File: config.mk
export PLATFORM = sky130hd
export DESIGN_NAME = vga_sync_gen_flat
export DESIGN_NICKNAME = d
export VERILOG_FILES = /design/src/rtl/vga_sync_gen_if.sv /design/src/rtl/vga_sync_gen.sv /design/src/flat_wrapper.sv
export SDC_FILE = /design/constraint.sdc
export NUM_CORES = 1
export LEC_CHECK = 0
export CAP_MARGIN = 20
export CORE_ASPECT_RATIO = 1.1
export CORE_MARGIN = 1.5
export CORE_UTILIZATION = 45
export CTS_BUF_LIST = sky130_fd_sc_hd__clkbuf_8
export DETAILED_ROUTE_END_ITERATION = 8
export PLACE_DENSITY = 0.72
export SYNTH_ARGS = -nofsm -noshare
export SYNTH_HDL_FRONTEND = slang
export SYNTH_SLANG_ARGS = --single-unit
File: constraint.sdc
create_clock -name clk_25 -period 4 [get_ports clk_25]
set_clock_uncertainty 0.2 [all_clocks]
set_input_delay 1.2 -clock clk_25 [delete_from_list [all_inputs] [get_ports clk_25]]
set_output_delay 1.2 -clock clk_25 [all_outputs]
set_load 0.01 [all_outputs]
File: src/rtl/vga_sync_gen_if.sv
// vga_sync_gen_if: raster enable into vga_sync_gen, sync and position strobes out of it.
// VGA_SYNC_FRAME_COUNT_EN adds the frame_count signal.
interface vga_sync_gen_if;
    logic        enable;
    logic        h_sync;
    logic        v_sync;
    logic        bright;
    logic [9:0]  pixel_x;
    logic [9:0]  pixel_y;
    logic        line_start;
    logic        frame_start;
`ifdef VGA_SYNC_FRAME_COUNT_EN
    logic [15:0] frame_count;
    modport master (input enable, output h_sync, v_sync, bright, pixel_x, pixel_y,
                    line_start, frame_start, frame_count);
    modport slave (output enable, input h_sync, v_sync, bright, pixel_x, pixel_y,
                   line_start, frame_start, frame_count);
`else
    modport master (input enable, output h_sync, v_sync, bright, pixel_x, pixel_y,
                    line_start, frame_start);
    modport slave (output enable, input h_sync, v_sync, bright, pixel_x, pixel_y,
                   line_start, frame_start);
`endif
endinterface

File: src/rtl/vga_sync_gen.sv
// vga_sync_gen: 640x480@60 VGA raster timing generator on the 25 MHz pixel clock.
// Defining VGA_SYNC_FRAME_COUNT_EN adds a 16-bit frame counter output.
module vga_sync_gen #(
    parameter int H_ACTIVE = 640,
    parameter int H_FRONT  = 16,
    parameter int H_SYNC   = 96,
    parameter int H_BACK   = 48,
    parameter int V_ACTIVE = 480,
    parameter int V_FRONT  = 10,
    parameter int V_SYNC   = 2,
    parameter int V_BACK   = 33
) (
    input  logic           clk_25,
    input  logic           reset_n,
    vga_sync_gen_if.master bus
);
    localparam int H_TOTAL = H_ACTIVE + H_FRONT + H_SYNC + H_BACK;
    localparam int V_TOTAL = V_ACTIVE + V_FRONT + V_SYNC + V_BACK;
    localparam logic [9:0] H_LAST  = 10'(H_TOTAL - 1);
    localparam logic [9:0] V_LAST  = 10'(V_TOTAL - 1);
    localparam logic [9:0] H_FP_AT = 10'(H_ACTIVE);
    localparam logic [9:0] H_SY_AT = 10'(H_ACTIVE + H_FRONT);
    localparam logic [9:0] H_BP_AT = 10'(H_ACTIVE + H_FRONT + H_SYNC);
    localparam logic [9:0] V_FP_AT = 10'(V_ACTIVE);
    localparam logic [9:0] V_SY_AT = 10'(V_ACTIVE + V_FRONT);
    localparam logic [9:0] V_BP_AT = 10'(V_ACTIVE + V_FRONT + V_SYNC);

    if (H_TOTAL > 1024 || V_TOTAL > 1024) begin : g_bad_size
        $error("vga_sync_gen: H_TOTAL and V_TOTAL must not exceed 1024");
    end

    typedef enum logic [1:0] {H_ACT, H_FP, H_SY, H_BP} h_state_t;
    typedef enum logic [1:0] {V_ACT, V_FP, V_SY, V_BP} v_state_t;

    h_state_t   h_state, h_state_nxt;
    v_state_t   v_state, v_state_nxt;
    logic [9:0] h_count, v_count, h_nxt, v_nxt;
    logic       h_sync_q, v_sync_q, bright_q, line_start_q, frame_start_q;

    // Park is the last slot of the frame, so the first enabled edge lands on (0,0).
    always_comb begin
        h_nxt = !bus.enable ? H_LAST : (h_count == H_LAST ? '0 : h_count + 10'd1);
        v_nxt = !bus.enable ? V_LAST :
                (h_count != H_LAST ? v_count : (v_count == V_LAST ? '0 : v_count + 10'd1));
        h_state_nxt = h_state;
        v_state_nxt = v_state;
        if (!bus.enable) begin
            h_state_nxt = H_BP;
            v_state_nxt = V_BP;
        end else begin
            case (h_state)
                H_ACT: h_state_nxt = h_nxt == H_FP_AT ? H_FP : H_ACT;
                H_FP:  h_state_nxt = h_nxt == H_SY_AT ? H_SY : H_FP;
                H_SY:  h_state_nxt = h_nxt == H_BP_AT ? H_BP : H_SY;
                H_BP:  h_state_nxt = h_nxt == '0 ? H_ACT : H_BP;
            endcase
            case (v_state)
                V_ACT: v_state_nxt = v_nxt == V_FP_AT ? V_FP : V_ACT;
                V_FP:  v_state_nxt = v_nxt == V_SY_AT ? V_SY : V_FP;
                V_SY:  v_state_nxt = v_nxt == V_BP_AT ? V_BP : V_SY;
                V_BP:  v_state_nxt = v_nxt == '0 ? V_ACT : V_BP;
            endcase
        end
    end

    always_ff @(posedge clk_25 or negedge reset_n) begin
        if (!reset_n) begin
            h_count       <= H_LAST;
            v_count       <= V_LAST;
            h_state       <= H_BP;
            v_state       <= V_BP;
            h_sync_q      <= 1'b1;
            v_sync_q      <= 1'b1;
            bright_q      <= 1'b0;
            line_start_q  <= 1'b0;
            frame_start_q <= 1'b0;
        end else begin
            h_count       <= h_nxt;
            v_count       <= v_nxt;
            h_state       <= h_state_nxt;
            v_state       <= v_state_nxt;
            h_sync_q      <= h_state_nxt != H_SY;
            v_sync_q      <= v_state_nxt != V_SY;
            bright_q      <= h_state_nxt == H_ACT && v_state_nxt == V_ACT;
            line_start_q  <= h_nxt == '0;
            frame_start_q <= h_nxt == '0 && v_nxt == '0;
        end
    end

    assign bus.h_sync      = h_sync_q;
    assign bus.v_sync      = v_sync_q;
    assign bus.bright      = bright_q;
    assign bus.pixel_x     = h_count;
    assign bus.pixel_y     = v_count;
    assign bus.line_start  = line_start_q;
    assign bus.frame_start = frame_start_q;

`ifdef VGA_SYNC_FRAME_COUNT_EN
    logic [15:0] frame_count_q;

    always_ff @(posedge clk_25 or negedge reset_n) begin
        if (!reset_n)
            frame_count_q <= '0;
        else if (!bus.enable)
            frame_count_q <= '0;
        else if (h_nxt == '0 && v_nxt == '0)
            frame_count_q <= frame_count_q + 16'd1;
    end

    assign bus.frame_count = frame_count_q;
`endif

    function automatic h_state_t h_phase(logic [9:0] x);
        return x < H_FP_AT ? H_ACT : x < H_SY_AT ? H_FP : x < H_BP_AT ? H_SY : H_BP;
    endfunction

    function automatic v_state_t v_phase(logic [9:0] y);
        return y < V_FP_AT ? V_ACT : y < V_SY_AT ? V_FP : y < V_BP_AT ? V_SY : V_BP;
    endfunction

    // Phase FSMs and counters are redundant encodings of the same position.
    a_phase_agree: assert property (@(posedge clk_25) disable iff (!reset_n)
        h_state == h_phase(h_count) && v_state == v_phase(v_count));
endmodule

File: src/flat_wrapper.sv
// flat-port wrapper written by rule: the top's interface ports become plain ports
module vga_sync_gen_flat 
#(
    parameter int H_ACTIVE = 640,
    parameter int H_FRONT  = 16,
    parameter int H_SYNC   = 96,
    parameter int H_BACK   = 48,
    parameter int V_ACTIVE = 480,
    parameter int V_FRONT  = 10,
    parameter int V_SYNC   = 2,
    parameter int V_BACK   = 33
)
  (clk_25, reset_n, bus_enable, bus_h_sync, bus_v_sync, bus_bright, bus_pixel_x, bus_pixel_y, bus_line_start, bus_frame_start);
  vga_sync_gen_if bus_i ();
  input  logic clk_25;
  input  logic reset_n;
  input wire logic [$bits(bus_i.enable)-1:0] bus_enable;
  output wire logic [$bits(bus_i.h_sync)-1:0] bus_h_sync;
  output wire logic [$bits(bus_i.v_sync)-1:0] bus_v_sync;
  output wire logic [$bits(bus_i.bright)-1:0] bus_bright;
  output wire logic [$bits(bus_i.pixel_x)-1:0] bus_pixel_x;
  output wire logic [$bits(bus_i.pixel_y)-1:0] bus_pixel_y;
  output wire logic [$bits(bus_i.line_start)-1:0] bus_line_start;
  output wire logic [$bits(bus_i.frame_start)-1:0] bus_frame_start;
  assign bus_i.enable = bus_enable;
  assign bus_h_sync = bus_i.h_sync;
  assign bus_v_sync = bus_i.v_sync;
  assign bus_bright = bus_i.bright;
  assign bus_pixel_x = bus_i.pixel_x;
  assign bus_pixel_y = bus_i.pixel_y;
  assign bus_line_start = bus_i.line_start;
  assign bus_frame_start = bus_i.frame_start;
  vga_sync_gen #(.H_ACTIVE(H_ACTIVE), .H_FRONT(H_FRONT), .H_SYNC(H_SYNC), .H_BACK(H_BACK), .V_ACTIVE(V_ACTIVE), .V_FRONT(V_FRONT), .V_SYNC(V_SYNC), .V_BACK(V_BACK)) u_core (.clk_25(clk_25), .reset_n(reset_n), .bus(bus_i));
endmodule
==> PnR_summary.wiki <==
{| class="wikitable"
! Metric !! Value
|-
| RR Startpoint || u_core.bus.pixel_x[0]
|-
| Number of nets still failing antenna checks after routing || 0
|-
| Post-CTS sizing || 0
|-
| Count of nets after finishing || 245
|-
| Total routed wire length on the met1 layer || 2189 µm
|-
| Routed wire length per instance || 15.84 µm
|-
| Number of buffers on the longest clock path || 2
|-
| Crit. Startpoint || u_core.bus.pixel_x[0]
|-
| Required time of the worst setup path || 4.01 ns
|-
| Number of placement rows || 24
|-
| Synthesized netlist net count || 215
|-
| Sink count of the clock tree || 29
|-
| Simple-gate area share of the yosys netlist || 0.2904
|-
| Category of the worst setup path launch point || register
|-
| Run status || complete, no violations
|-
| Gate count of the mapped netlist || 209
|-
| Total power after layout || 1.404 mW
|-
| Weighted congestion at the end of routability-driven global placement || 0.8868
|-
| Max-capacitance violation count || 0
|-
| Arithmetic-cell share of the synthesized area counting full adders, half adders and majority gates || 0.01980
|-
| Relative area change from synthesis to final layout || 22.11%
|-
| Slowest cell on the critical path || sky130_fd_sc_hd__dfstp_2
|-
| Fraction of synthesized cell area in xor and xnor cells || 0.05083
|-
| Latest clock arrival within the worst-skew pair || 0.29 ns
|-
| Detailed-routing iteration count for the pre-antenna-repair pass || 4
|-
| Type of the setup path with the least slack || register to register
|-
| Floorplan die width || 64.88 µm
|-
| Length of routed met2 wiring || 2202 µm
|-
| Level count of the clock H-tree || 2
|-
| Starting Density || 0.4746
|-
| Vias in the first global route || 1669
|-
| Critical path's top delay family || simple AND/OR/NAND/NOR gates
|-
| Pin count of the biggest net entering global routing || 30
|-
| Critical Path Sink Type || register
|-
| Die Area || 4611 µm²
|-
| Fraction of layout cells with a size suffix above 1 || 0.1833
|-
| Synth cell count leaders || sky130_fd_sc_hd__nand2_1, sky130_fd_sc_hd__dfstp_2, sky130_fd_sc_hd__nor2_1
|-
| Fmax || 273.7 MHz
|-
| Number of non-filler instances in the completed layout || 292
|-
| Via count || 1743
|-
| Measured slew at the worst slew-check pin || 0.4459 ns
|-
| Length in cells of the worst reg-to-reg path || 8
|-
| Max-slew violation count || 0
|-
| # Post-CTS Setup Buffers || 0
|-
| Sum of negative setup slack || 0 ns
|-
| Yosys cell types || 56
|-
| Reg-to-reg critical path endpoint || u_core.v_state[0]
|-
| Post-cts hold buffer count || 0
|-
| Clk slew on worst S/H paths || 0.07 ns
|-
| Worst vdd ir || 0.2770 mV
|-
| Critical path depth in cells || 8
|-
| Slowest stage delay, CP || 0.57 ns
|-
| Sequential fraction of the synthesis area || 0.3934
|-
| Total count of hold-check failures in the final report || 0
|-
| Worst-path fanout max || 6
|-
| Compound-cell area share of the yosys netlist || 0.1802
|-
| Endpoints failing setup || 0
|-
| Placed instance count || 284
|-
| Timing endpoint of the critical path || u_core.v_state[0]
|-
| Post-DR vias/cell || 5.969
|-
| Leak Pwr || 0.8634 nW
|-
| Worst path cell trace || ha_1 -> and4_1 -> nand3_2 -> or4_1 -> a21oi_2 -> or4b_4 -> or4b_1 -> a311o_1
|-
| Number of buffers added by the clock tree synthesis step || 5
|-
| Antenna fix cells || 0
|-
| Minimum clock period after layout || 3.653 ns
|-
| Initial antenna violation count || 0
|-
| Main area contributors after synthesis || sky130_fd_sc_hd__dfstp_2, sky130_fd_sc_hd__dfrtp_1, sky130_fd_sc_hd__nand2_1
|-
| Worst hold-check path type || register to register
|-
| Wire length of the first global-routing pass || 7831 µm
|-
| Uppermost layer routed || met4
|-
| Unrepaired setup endpoints after global routing || false
|-
| Power density over the cells || 606.7 nW/µm²
|-
| Number of violations reported at the end of detailed-routing iteration 0 || 143
|-
| Post-synth design cell area || 1896 µm²
|-
| Global routing usage summed across all routing layers || 0.2200
|-
| Count of flip-flops with a built-in enable after synthesis || 0
|-
| Post-synthesis area per instance || 9.070 µm²
|-
| Arrival time of the worst setup path || 3.66 ns
|-
| Final critical-path share of the clock period || 0.9133
|-
| Residual DRC || 0
|-
| Library cell with the highest instance count after synthesis || sky130_fd_sc_hd__nand2_1
|-
| CTS tree || built
|-
| Sum of routed wire length over all layers || 4626 µm
|-
| Portion of synthesized cell area occupied by the leading cell type || 0.2218
|-
| Total length of routed met3 wires || 177 µm
|-
| CORE AREA || 3994 µm²
|-
| Fraction of synthesized area in multiplexers || 0.01650
|-
| Detailed placer's ending HPWL || 3279 µm
|-
| Synthesized flop and latch total || 29
|-
| Commonest register cell after synthesis || sky130_fd_sc_hd__dfstp_2
|-
| Port bufs || 27
|-
| Layout Utilization || 0.5796
|-
| Buf/Inv on CP || 0
|-
| Yosys warning count || 0
|-
| Share of flip-flops with an asynchronous set or reset after synthesis || 1.000
|-
| # IOs || 28
|-
| CTS root buf || sky130_fd_sc_hd__clkbuf_8
|-
| Main combinational cell family by area after synthesis || simple AND/OR/NAND/NOR gates
|-
| Register-to-register path setup slack || 0.35 ns
|-
| Global route total overflow || 0
|-
| Biggest area consumer among synthesized cells || sky130_fd_sc_hd__dfstp_2
|-
| Relative slew slack || 0.6996
|-
| Die Ht || 71.07 µm
|}
state kept, by name, summed over array words and instances, names as in the netlist, 2 cells and up:
name                cells
u_core.bus.pixel_y     10
u_core.h_state          2
u_core.bus.pixel_x     10
u_core.v_state          2
per-layer routing:
metal	global-route usage	vias up
li1	-	850
met1	0.2902	842
met2	0.3448	45
met3	0.03498	6
met4	0.1206	0
met5	0	-
logic make-up (layout without fill, tap and decap cells):
kind of cell	Yosys count	count (layout)
mux	3	3
buf+inv	20	51
fa+ha+maj	3	3
xor+xnor	11	11
simple gates	96	96
flops	29	29
compound gates	47	47
stage by stage:
stage | hold slack [ns] | instance area [µm²] | worst slack (ns)
floorplan | 0.3506 | 1896 | 0.5391
global placement | 0.3680 | 2228 | 0.3798
detailed placement | 0.3707 | 2228 | 0.3498
CTS | 0.3871 | 2315 | 0.3448
global route | 0.4186 | 2315 | 0.1788
finish | 0.3819 | 2315 | 0.3469
layout make-up:
cell class | instances | area (µm²)
fill | 369 | 1679
tap | 52 | 65.06
clock inverter | 3 | 17.52
inverter | 8 | 30.03
sequential | 29 | 745.7
timing repair buffer | 35 | 330.3
clock buffer | 5 | 68.82
multi-input combinational | 160 | 1057
where the power goes:
part	internal [mW]	leakage [nW]	switching (mW)
Combinational	0.308	0.470	0.376
Clock	0.120	0.0439	0.120
Sequential	0.377	0.349	0.103
worst min-delay path by stage:
| stage | startpoint | end | slack [ns] | cells past startpoint |
|---|---|---|---|---|
| after detailed placement | u_core.bus.pixel_x[0] | u_core.bus.pixel_x[0] | 0.37 | 1 |
| after CTS | u_core.bus.pixel_x[0] | u_core.bus.pixel_x[0] | 0.39 | 1 |
| after floorplan | u_core.h_state[0] | u_core.bus.h_sync | 0.35 | 2 |
| final | u_core.bus.pixel_x[0] | u_core.bus.pixel_x[0] | 0.38 | 1 |
| after global routing | u_core.h_state[0] | u_core.h_state[0] | 0.42 | 1 |
| after global placement | u_core.h_state[0] | u_core.bus.h_sync | 0.37 | 2 |
layout by cell type (no fill, tap or decap), types with 4 or more instances in the layout:
| cell type | n |
|---|---|
| sky130_fd_sc_hd__clkdlybuf4s50_1 | 27 |
| sky130_fd_sc_hd__nand2_1 | 21 |
| sky130_fd_sc_hd__dfstp_2 | 16 |
| sky130_fd_sc_hd__nor2_1 | 14 |
| sky130_fd_sc_hd__dfrtp_1 | 13 |
| sky130_fd_sc_hd__nand4_1 | 9 |
| sky130_fd_sc_hd__nand3_1 | 8 |
| sky130_fd_sc_hd__inv_1 | 8 |
| sky130_fd_sc_hd__o21ai_0 | 8 |
| sky130_fd_sc_hd__nor4_1 | 8 |
| sky130_fd_sc_hd__buf_4 | 8 |
| sky130_fd_sc_hd__xnor2_1 | 7 |
| sky130_fd_sc_hd__nand2b_1 | 6 |
| sky130_fd_sc_hd__a21oi_1 | 6 |
| sky130_fd_sc_hd__nor3_1 | 5 |
| sky130_fd_sc_hd__o31ai_1 | 5 |
| sky130_fd_sc_hd__clkbuf_8 | 5 |
| sky130_fd_sc_hd__xor2_1 | 4 |
Power figures use the tool's default switching activity.
